===== src/rtl/iter_shifter.sv =====
// Multi-cycle LSL/LSR/ASR/ROR shifter behind valid/ready handshakes, one bit position per clock.
// Optional macro ITER_SHIFTER_QUAD_STEP_EN: move four positions per clock while at least four remain.
module iter_shifter #(
    parameter int WIDTH = 32,
    parameter int SHW   = $clog2(WIDTH)
) (
    input  logic             clk,
    input  logic             rst_n,
    input  logic             in_valid,
    output logic             in_ready,
    input  logic [WIDTH-1:0] a,
    input  logic [SHW-1:0]   shamt5,
    input  logic [1:0]       sh,
    output logic [WIDTH-1:0] y,
    output logic             out_valid,
    input  logic             out_ready,
    output logic             busy
);

    typedef enum logic [1:0] {
        IDLE  = 2'b00,
        SHIFT = 2'b01,
        DONE  = 2'b10
    } state_t;

`ifdef ITER_SHIFTER_QUAD_STEP_EN
    localparam logic QUAD_EN = 1'b1;
`else
    localparam logic QUAD_EN = 1'b0;
`endif

    localparam logic [SHW-1:0] CNT_ZERO = {SHW{1'b0}};
    localparam logic [SHW-1:0] CNT_ONE  = {{(SHW-1){1'b0}}, 1'b1};
    localparam logic [SHW-1:0] CNT_FOUR = CNT_ONE << 2'd2;

    state_t           state_r;
    state_t           state_next_s;
    logic [WIDTH-1:0] y_r;
    logic [WIDTH-1:0] y_next_s;
    logic [SHW-1:0]   count_r;
    logic [SHW-1:0]   count_next_s;
    logic [1:0]       op_r;
    logic [1:0]       op_next_s;
    logic             in_ready_r;
    logic             out_valid_r;
    logic             busy_r;

    function automatic logic [WIDTH-1:0] step1(input logic [WIDTH-1:0] v, input logic [1:0] op);
        logic [WIDTH-1:0] r;
        case (op)
            2'b00:   r = {v[WIDTH-2:0], 1'b0};
            2'b01:   r = {1'b0, v[WIDTH-1:1]};
            2'b10:   r = {v[WIDTH-1], v[WIDTH-1:1]};
            2'b11:   r = {v[0], v[WIDTH-1:1]};
            default: r = v;
        endcase
        return r;
    endfunction

    function automatic logic [WIDTH-1:0] step4(input logic [WIDTH-1:0] v, input logic [1:0] op);
        return step1(step1(step1(step1(v, op), op), op), op);
    endfunction

    // Next-state, operand capture and per-cycle shift step.
    always_comb begin
        state_next_s = state_r;
        y_next_s     = y_r;
        count_next_s = count_r;
        op_next_s    = op_r;
        case (state_r)
            IDLE: begin
                if (in_valid) begin
                    y_next_s     = a;
                    count_next_s = shamt5;
                    op_next_s    = sh;
                    if (shamt5 != CNT_ZERO) begin
                        state_next_s = SHIFT;
                    end else begin
                        state_next_s = DONE;
                    end
                end else begin
                    state_next_s = IDLE;
                end
            end
            SHIFT: begin
                if (QUAD_EN && (count_r >= CNT_FOUR)) begin
                    y_next_s     = step4(y_r, op_r);
                    count_next_s = count_r - CNT_FOUR;
                end else begin
                    y_next_s     = step1(y_r, op_r);
                    count_next_s = count_r - CNT_ONE;
                end
                // The last step lands the count on zero, whichever step size took it there.
                if (count_next_s == CNT_ZERO) begin
                    state_next_s = DONE;
                end else begin
                    state_next_s = SHIFT;
                end
            end
            DONE: begin
                if (out_ready) begin
                    state_next_s = IDLE;
                end else begin
                    state_next_s = DONE;
                end
            end
            default: begin
                state_next_s = IDLE;
            end
        endcase
    end

    // State and datapath registers; handshake flags are decoded from the next state so they leave flops.
    always_ff @(posedge clk or negedge rst_n) begin
        if (!rst_n) begin
            state_r     <= IDLE;
            y_r         <= {WIDTH{1'b0}};
            count_r     <= CNT_ZERO;
            op_r        <= 2'b00;
            in_ready_r  <= 1'b1;
            out_valid_r <= 1'b0;
            busy_r      <= 1'b0;
        end else begin
            state_r     <= state_next_s;
            y_r         <= y_next_s;
            count_r     <= count_next_s;
            op_r        <= op_next_s;
            in_ready_r  <= (state_next_s == IDLE);
            out_valid_r <= (state_next_s == DONE);
            busy_r      <= (state_next_s != IDLE);
        end
    end

    assign y         = y_r;
    assign in_ready  = in_ready_r;
    assign out_valid = out_valid_r;
    assign busy      = busy_r;

endmodule


===== config.mk =====
export PLATFORM = sky130hd
export DESIGN_NAME = iter_shifter
export DESIGN_NICKNAME = d
export VERILOG_FILES = /design/src/rtl/iter_shifter.sv
export SDC_FILE = /design/constraint.sdc
export NUM_CORES = 1
export LEC_CHECK = 0
export ABC_AREA = 1
export ABC_CLOCK_PERIOD_IN_PS = 2570
export BUFFER_PORTS_ARGS = -buffer_cell sky130_fd_sc_hd__buf_2
export CORE_MARGIN = 2
export CORE_UTILIZATION = 49
export DETAILED_ROUTE_END_ITERATION = 6
export GPL_TIMING_DRIVEN = 0
export PLACE_DENSITY_LB_ADDON = 0.15
export SLEW_MARGIN = 20
export SYNTH_ARGS = -nofsm -noshare
export SYNTH_HDL_FRONTEND = slang
export SYNTH_SLANG_ARGS = --single-unit

===== constraint.sdc =====
create_clock -name clk -period 2.57 [get_ports clk]
set_input_delay 0.1285 -clock clk [delete_from_list [all_inputs] [get_ports clk]]
set_output_delay 0.1285 -clock clk [all_outputs]
set_load 0.1 [all_outputs]

* After elaboration in Yosys (flattened, before gate mapping)
Index checks and enable logic that the tools add are counted.
** Storage, ports and cells
- Register bits :: 44
- Output and inout bits :: 35
** Cells by class
- Add/sub/neg operators :: 1
- Equality and inequality tests :: 8
- Muxes and demuxes :: 11
- Reduce and logical (&&, ||, !) cells :: 10
** Operators with widths (count)
- 32-bit case mux with 4 select lines :: 1
- 32-bit case mux with 2 select lines :: 1
- 32-bit two-way mux :: 1
- 5-bit two-way mux :: 2
- 5-bit case mux with 2 select lines :: 1
- 2-bit equality test, second input constant :: 4
- 2-bit two-way mux :: 4
- 2-bit logical NOT :: 3
- 2-bit case mux with 3 select lines :: 1
- 5-bit logical NOT :: 1
- 5-bit nonzero test :: 1
- 5-bit by 1-bit subtractor with 5-bit output, second input constant :: 1
- 2-bit by 1-bit equality test with 1-bit output, second input constant :: 2
- 2-bit != test, second input constant :: 2
- 2-bit AND reduction :: 2
- 2-bit nonzero test :: 2
- 3-bit AND reduction :: 1

* Longest topological paths before layout
Gate-level depths: netlist of the first run.
- Depth after elaboration :: 6
- Depth in mapped cells :: 11
- Gate-level depth less buffers :: 11

* Worst setup path before layout of the first run
OpenSTA, ideal clock, no wires.
- Path type :: flip-flop to flip-flop
- From :: register y_r[30] (netlist: y[30])
- To :: register y_r[29] (netlist: y[29])
- Library setup time :: 0.087 ns
- Arrival time :: 1.494 ns
- Required time :: 2.483 ns
- Slack :: 0.988 ns
- Cell stages (with the launch flop) :: 5
- Period minus slack after synthesis :: 1.582 ns
- Cells stage by stage :: dfrtp_1 inv_1 a21oi_2 o21ai_0 a22oi_1
** Between the ends
- Word-level cells in the longest chain between the ends :: 2
** Ends and longest elaborated chain
- start, declared :: line 38 : logic [WIDTH-1:0] y_r;
- start signal, assigned :: line 117 : y_r <= {WIDTH{1'b0}};
- start signal, assigned :: line 125 : y_r <= y_next_s;
- 32-bit case mux with 4 select lines :: line 50 : case (op)
- 32-bit case mux with 2 select lines :: line 70 : case (state_r)
Every way passes these cells.
A chain may end at the register's enable or synchronous reset.

* Worst setup path after layout of the first run
- From :: register count_r[0]
- To :: register in_ready_r (netlist: in_ready)
** Between the ends
- Word-level cells in the longest chain between the ends :: 6
** Ends and longest elaborated chain
- start, declared :: line 40 : logic [SHW-1:0] count_r;
- start signal, assigned :: line 126 : count_r <= count_next_s;
- 5-bit by 1-bit subtractor with 5-bit output :: line 91 : count_next_s = count_r - CNT_ONE;
- 5-bit two-way mux :: line 70
- 5-bit logical NOT :: line 94 : if (count_next_s == CNT_ZERO) begin
- 2-bit two-way mux :: line 94
- 2-bit case mux with 3 select lines :: line 70
- 2-bit logical NOT :: line 128 : in_ready_r <= (state_next_s == IDLE);
- end signal, assigned :: line 128
- end, declared :: line 44 : logic in_ready_r;
Every way passes these cells. The select of a mux whose other input is x is not followed.

==> results of run 1 <==
## registers in the layout (all words and copies together), names as in the netlist
name and count:
busy 1, y 32, state_r 2, count_r 5, in_ready 1, op_r 2
out_valid 1
## stage by stage
| stage | util [%] | setup WS [ns] | cells | hold WS [ns] | instance area (um^2) |
|---|---|---|---|---|---|
| global placement | 61.2 | 1.12 | 438 | 0.356 | 2930 |
| CTS | 62.9 | 1.08 | 446 | 0.0313 | 3010 |
| floorplan | - | 0.988 | 294 | -0.167 | 2460 |
| detailed placement | 61.2 | 1.09 | 438 | 0.353 | 2930 |
| finish | 63.2 | 1.09 | 447 | 0.0657 | 3020 |
| global route | 63.2 | 0.909 | 447 | 0.0685 | 3020 |
## cell usage after synthesis (all sizes together)
library cell and number:
a31oi 1, dfrtp 43, a21boi 1, nand2 20, o221ai 3, nor2 17, a22oi 29, inv 47
nand3 9, a21oi 36, buf 16, mux2 1, dfstp 1, o22ai 1, o21ai 63, nand4 1
clkbuf 3, ha 2
## cell type report
class                      count  area, um^2
multi-input combinational    184        1040
fill                         434        1760
inverter                      47         179
clock buffer                   8        80.1
sequential                    44        1100
buffer                        19         135
tap                           67        83.8
timing repair buffer          78         398
## metal layers
layer	wire, um	part of all wire (%)	track usage (%)
met1	2890	47	32.2
met2	2870	46	36.8
met3	374	6.0	4.95
met4	48	0.78	4.17
met5	0	0	0
## worst reg2reg max path, cell delays in order, from the launching register on
cell	delay, ns
dfrtp_1	0.38
inv_1	0.15
ha_1	0.25
inv_1	0.05
nand2_1	0.06
nand2_1	0.07
nor2_1	0.08
nand3_1	0.10
nand2_1	0.07
nand2_1	0.07
nand2_1	0.09
inv_1	0.04
## final timing paths
check                                 from    endpoint  slack, ns  depth (start not counted)
worst max-delay path            count_r[0]    in_ready       1.09                         11
worst min-delay path                 sh[1]     op_r[1]       0.07                          2
worst max register to register  count_r[0]    in_ready       1.09                         11
worst min register to register  count_r[4]  count_r[4]       0.53                          2
max in group asynchronous            rst_n    in_ready       1.81                          2
min in group asynchronous            rst_n        y[3]       0.37                          2
## cell families (layout without fill, tap and decap cells)
logic type	after synthesis	after routing	share of synthesized area, %
buf+inv	66	152	12.8
simple gates	47	47	8.54
compound gates	134	134	32.4
fa+ha+maj	2	2	1.02
mux	1	1	0.458
flops	44	44	44.8
## timing repair
item	4_1_cts	5_1_grt
buffers inserted	0	0
hold endpoints to repair	0	43
hold buffers	0	1
==> results.cfg, run 1 <==
[run_status]
status = completed

[synth]
synth-warning-count = 0
synth_seq_cells = 44
netlist.area_leader.share_pct = 43.7
synthTopCellsByArea = dfrtp_1 44%, a21oi_1 7.1%, a22oi_1 6.7%
syn_nets = 339
synth_top_area_cell = dfrtp_1
synth.distinct_cells = 29
synth.avg_cell_area_um2 = 8.37
synth_area_mm2 = 0.00246
synth-seq-area-share_pct = 44.8
syn_inst = 294

[grt]
grt_max_degree = 45
first_global_vias = 2181
antenna_found_initial = 0
grt_pass1_wl_um = 9960
overflow = 0
groute.usage.overall_pct = 22.9

[critical_path]
critPathMaxStageDelay_ns = 0.38
required_ns = 2.80
cp_data_arrival_time_ns = 1.71
critPathKind = reg -> reg
cp_max_fo = 5
crit_path_end_kind = flip-flop
cp_top_family = simple AND/OR/NAND/NOR gates
cp_cell_sequence = inv_1, ha_1, inv_1, nand2_1, nand2_1, nor2_1, nand3_1, nand2_1, nand2_1, nand2_1, inv_1
crit_top_cell = nand2_1
cp.buffers_inverters = 3
crit_slowest_cell = dfrtp_1
setup.worst_path.start_class = flip-flop

[timing]
drv_slew = 0
tightest_slew_ns = 0.561
finalCritPeriodShare_pct = 57.6
fin_crit_ns = 1.48
clock_skew_ns = 0.00641
finalSetupViolations = 0
rsz0062_at_grt = no
slew_headroom_pct = 62.6
final.setup.tns_ns = 0
fmax_ghz = 0.676
hold_viol = 0

[finish]
area_growth_pct = 22.8
mostFrequentLayoutCells = 86 x buf_2, 44 x inv_1, 43 x dfrtp_1
final_common_cell = buf_2
drive_gt1_share_pct = 30.8
fin_nets = 424
diodes = 0

[floorplan]
die_area_mm2 = 0.00561
die_height_um = 74.9
start_util_pct = 51.4
rows = 25
coreArea_mm2 = 0.00479
die_x_um = 74.9
pin_count = 78

[cts]
cts_buffers = 5
worst_skew_pair.late_latency_ns = 0.29
clkTransAtPathRegs_ns = 0.08
cts_sinks = 44
cts_resized = 0
clockBufferDepth = 2
h-tree-depth = 2
clockRootBuffer = clkbuf_8
cts_tree = yes

[placed_design]
gp_congestion = 0.849
port_buffers = 77
hpwl_um = 4480

[routing]
drt-wirelength-per-cell_um = 13.8
totalWireLength_um = 6190
dr_total_vias = 2366
ant_nets = 0
dr.pass1.iters = 4
drtIter0Drc = 131
vias_per_cell = 5.29
drc = 0

[job]
drv_cap = 0

[min_path]
hp-class = in -> reg
Power of run 1 is left out: the tool's default activity adds up to more than one toggle a clock period on the data nets, which glitch-free logic cannot reach.
==> run 2, diff against run 1 <==
Settings changed: ABC_AREA 1 to 0, ABC_CLOCK_PERIOD_IN_PS 2570 to 1400.
Clock period 2.57 ns to 1.4 ns, I/O delays scaled along.
==> run 2 against run 1 <==
Net effect: the run now ends with setup timing left; setup slack worse by 1.2 ns; area after synthesis increased by 4.0%; sequential share of layout area decreased by 3.7 points; flip-flop and latch count unchanged; clock skew down 0.00070 ns; first-iteration DRC count decreased by 7.6%; critical path type unchanged.
==> results.cfg, run 2 <==
[finish]
largest_reg_flops = 32
final_cell_count_no_fill = 457
diodes = 0
mostFrequentLayoutCells = 85 x buf_2, 42 x o21ai_0, 38 x nand2_1
design_area_mm2 = 0.00349
nFillCells = 423
area_growth_pct = 36.3
final_common_cell = buf_2
fin_nets = 431
drive_gt1_share_pct = 47.5

[cts]
cts_tree = yes
h-tree-depth = 2
clockRootBuffer = clkbuf_8
worst_skew_pair.late_latency_ns = 0.30
clkTransAtPathRegs_ns = 0.08
cts_buffers = 5
clockBufferDepth = 2
cts_sinks = 44

[routing]
drc = 0
ant_nets = 0
drt-wirelength-per-cell_um = 15.6
totalWireLength_um = 7110
dr_total_vias = 2603
dr.pass1.iters = 4
drtIter0Drc = 121
vias_per_cell = 5.70

[floorplan]
die_area_mm2 = 0.00582
start_util_pct = 50.4
die_height_um = 76.3
pin_count = 78
die_x_um = 76.3
coreArea_mm2 = 0.00507
rows = 26

[critical_path]
required_ns = 1.59
cp_cell_sequence = buf_4, ha_4, nand2b_4, or4_1, a21o_1
crit_path_end_kind = flip-flop
crit_slowest_cell = or4_1
critPathMaxStageDelay_ns = 0.52
cp_max_fo = 4
critPathKind = reg -> reg
setup.worst_path.start_class = flip-flop
regToRegSetupSlack_ns = -0.15
cp_data_arrival_time_ns = 1.74

[timing]
worst_slack_ns = -0.147
tightest_slew_ns = 0.575
clock_skew_ns = 0.00571
fmax_ghz = 0.647
finalCritPeriodShare_pct = 110
drv_slew = 0
rsz0062_at_grt = yes
finalSetupViolations = 4
fin_crit_ns = 1.55
slew_headroom_pct = 61.7
hold_viol = 0
final.setup.tns_ns = -0.312

[run_status]
status = complete, but fails checks
violations = setup timing

[placed_design]
hpwl_um = 4770
place_area_mm2 = 0.00309
dp.cells = 437
port_buffers = 76
gp_congestion = 0.872

[synth]
synth.distinct_cells = 39
async_flop_share_pct = 100
synth-seq-area-share_pct = 43.1
synth_edf_count = 0
yosys.area_share.simple_pct = 11.4
synth_area_mm2 = 0.00256
synth.avg_cell_area_um2 = 8.80
synth_top_family_by_area = compound AO/OA/AOI/OAI gates
synthAdderAreaFrac_pct = 0.978
yosysMostFrequentCell = dfrtp_1
synth_compound_gate_area_share_pct = 37.2
synth_top_area_cell = dfrtp_1
muxShareOfSynthArea_pct = 0.782
syn_inst = 291
synth_xor_area_share_pct = 0
ys.flop_type = dfrtp_1
synth.cells.most_frequent = 43 x dfrtp_1, 42 x o21ai_0, 38 x nand2_1
syn_nets = 336
synthTopCellsByArea = dfrtp_1 42%, o21a_1 9.4%, a211oi_1 8.8%
netlist.area_leader.share_pct = 42.0
synth-warning-count = 0
synth_seq_cells = 44

[job]
drv_cap = 0

[grt]
overflow = 0
groute.usage.overall_pct = 25.0
antenna_found_initial = 0
grt_max_degree = 45
first_global_vias = 2529
grt_pass1_wl_um = 11800

[min_path]
hp-class = in -> reg
run 2: cell types whose count changed after synthesis, sizes merged, moves of 4 or more:
| cell | change |
|---|---|
| nand3 | -9 |
| a211oi | +30 |
| nor2 | -12 |
| inv | -42 |
| a22oi | -27 |
| buf | +9 |
| o21a | +32 |
| a21oi | -30 |
| nand2 | +18 |
| nand2b | +4 |
run 2: logic make-up (layout without fill, tap and decap cells):
logic type / after synthesis / count (layout)
buf+inv: 33 / 129
flops: 44 / 44
fa+ha+maj: 2 / 2
mux: 2 / 2
compound gates: 150 / 150
simple gates: 60 / 60
run 2: worst paths after layout:
| check | from | end | cells past startpoint |
|---|---|---|---|
| min in group asynchronous | rst_n | y[15] | 2 |
| hold reg to reg | y[26] | y[26] | 2 |
| max in group asynchronous | rst_n | y[23] | 2 |
| setup reg to reg | count_r[0] | state_r[0] | 5 |
| hold / removal | shamt5[3] | count_r[3] | 3 |
| setup / recovery | count_r[0] | state_r[0] | 5 |
run 2: routing by layer:
layer  global-route usage [%]  vias up  wire, um
li1                         -     1255         -
met1                     31.8     1257      3150
met2                     43.5       79      3450
met3                     5.69       12       416
met4                     5.64        0       102
met5                        0        -         0
run 2: repair_timing:
item / 4_1_cts / 5_1_grt
endpoints found under the setup margin: 26 / 38
buffers inserted: 5 / 3
resized for setup: 5 / 44
pin swaps: 1 / 1
hold endpoints to repair: 46 / 0
hold buffers: 4 / 0
run 2: critical path: cells and delay by family (launching register included):
family | cells | cell delay [ns]
flip-flops | 1 | 0.41
AND/OR/NAND/NOR | 2 | 0.58
buffers and inverters | 1 | 0.14
adder cells (fa/ha/maj) | 1 | 0.14
AO/OA/AOI/OAI | 1 | 0.17
run 2: layout make-up:
type	instances	area, um^2	area share [%]
plain buffers	28	190	5.45
clock buffers	7	96.3	2.76
clock inverters	1	30.0	0.861
inverters	5	18.8	0.538
multi-input cells	214	1440	41.3
flip-flops and latches	44	1140	32.7
well taps	70	87.6	2.51
repair buffers	88	483	13.8
run 2: through the flow:
stage / setup slack [ns] / hold slack, ns / utilization (%)
2_1_floorplan: -0.0958 / -0.226 / -
3_3_place_gp: -0.166 / 0.273 / 60.9
3_5_place_dp: -0.180 / 0.275 / 60.9
4_1_cts: -0.127 / 0.0325 / 65.2
5_1_grt: -0.175 / 0.0425 / 68.7
6_report: -0.147 / 0.0427 / 68.7
Power of run 2 is left out for the same reason.
==> run 3, diff against run 2 <==
Settings changed: REMOVE_ABC_BUFFERS set to 1.
==> run 3 against run 2 <==
Net effect: the run still ends with setup timing left; critical path depth fell by 2; utilization rose by 1.6 points; design area rose by 2.3%; clock skew rose by 0.0019 ns; via count rose by 5.6%; sequential share of layout area fell by 1.4 points; critical path type unchanged.
==> results.cfg, run 3 (synthesized netlist as in run 2, its figures left out) <==
[run_status]
status = complete, but fails checks
violations = setup timing

[floorplan]
pin_count = 78
start_util_pct = 50.4
coreArea_mm2 = 0.00507
die_area_mm2 = 0.00582
die_height_um = 76.3
die_x_um = 76.3
rows = 26

[finish]
regArea_mm2 = 0.00112
fin_nets = 426
largest_reg_flops = 32
multi_input_area_mm2 = 0.00154
mostFrequentLayoutCells = 76 x buf_2, 39 x dfrtp_1, 38 x nand2_1
drive_gt1_share_pct = 40.3
nFillCells = 421
area_growth_pct = 39.4
final_common_cell = buf_2
diodes = 0
final_cell_count_no_fill = 452
final_util_pct = 70.3

[routing]
ant_nets = 0
drc = 0
drt-wirelength-per-cell_um = 19.1
vias_per_cell = 6.08
totalWireLength_um = 8620
drtIter0Drc = 203
dr.pass1.iters = 5
dr_total_vias = 2749

[cts]
h-tree-depth = 2
clockRootBuffer = clkbuf_8
cts_sinks = 44
clkTransAtPathRegs_ns = 0.09
clockBufferDepth = 2
worst_skew_pair.late_latency_ns = 0.30
cts_buffers = 5
cts_tree = yes

[critical_path]
cp_max_fo = 22
setup.worst_path.start_class = flip-flop
r2r_cells = 3
cp_data_arrival_time_ns = 1.72
crit_path_end_kind = flip-flop
required_ns = 1.59
critPathKind = reg -> reg

[grt]
groute.usage.overall_pct = 26.7
overflow = 0
grt_max_degree = 45
first_global_vias = 2486
grt_pass1_wl_um = 12600
antenna_found_initial = 0

[placed_design]
hpwl_um = 4070
gp_congestion = 0.895
dp.cells = 411
port_buffers = 77

[timing]
whs_ns = 0.0349
worst_slack_ns = -0.133
fmax_ghz = 0.652
hold_viol = 0
slew_headroom_pct = 60.9
fin_crit_ns = 1.53
tightest_slew_ns = 0.587
rsz0062_at_grt = yes
finalCritPeriodShare_pct = 109
clock_skew_ns = 0.00757
drv_slew = 0
finalSetupViolations = 16

[min_path]
worst_hold_path.num_cells = 3
hp-class = in -> reg

[job]
drv_cap = 0
run 3: layer usage:
metal  routed length, um  vias to the layer above  track usage [%]  part of all wire [%]
li1                    -                     1255                -                     -
met1                3550                     1339             37.0                    41
met2                4190                      141             43.1                    49
met3                 765                       14             5.69                   8.9
met4                 115                        0             6.73                   1.3
met5                   0                        -                0                     0
run 3: path summary, 6_finish.rpt:
path	startpoint	to	slack, ns
setup / recovery	state_r[1]	y[2]	-0.13
hold reg to reg	y[11]	y[11]	0.56
setup reg to reg	state_r[1]	y[2]	-0.13
hold / removal	shamt5[4]	count_r[4]	0.03
max in group asynchronous	rst_n	state_r[0]	0.64
min in group asynchronous	rst_n	y[18]	0.31
run 3: layout make-up:
cell class,count,share of cell area [%]
inverter,5,0.526
clock buffer,6,2.03
sequential,44,31.3
clock inverter,2,0.982
timing repair buffer,104,19.4
multi-input combinational,221,43.3
tap,70,2.45
run 3: critical path, cell delays in order, from the launching register on:
cell	delay (ns)
dfrtp_4	0.59
nand2b_2	0.43
a211oi_1	0.29
o21ai_1	0.11
run 3: per-stage QoR:
stage | cell area, um^2 | worst slack [ns] | TNS, ns
after CTS | 3310 | -0.0936 | -0.164
after detailed placement | 2910 | -0.822 | -23.40
after floorplan | 2410 | -0.745 | -22.86
final | 3570 | -0.133 | -1.52
after global routing | 3570 | -0.188 | -3.08
after global placement | 2890 | -1.47 | -47.12
run 3: timing repair:
item / in CTS / in global routing
endpoints found under the setup margin: 41 / 37
hold endpoints to repair: 46 / 0
cloned: 3 / 5
pin swaps: 3 / 30
gates resized for setup: 24 / 41
hold buffers: 4 / 0
setup buffers: 14 / 7
Power of run 3 is left out for the same reason.
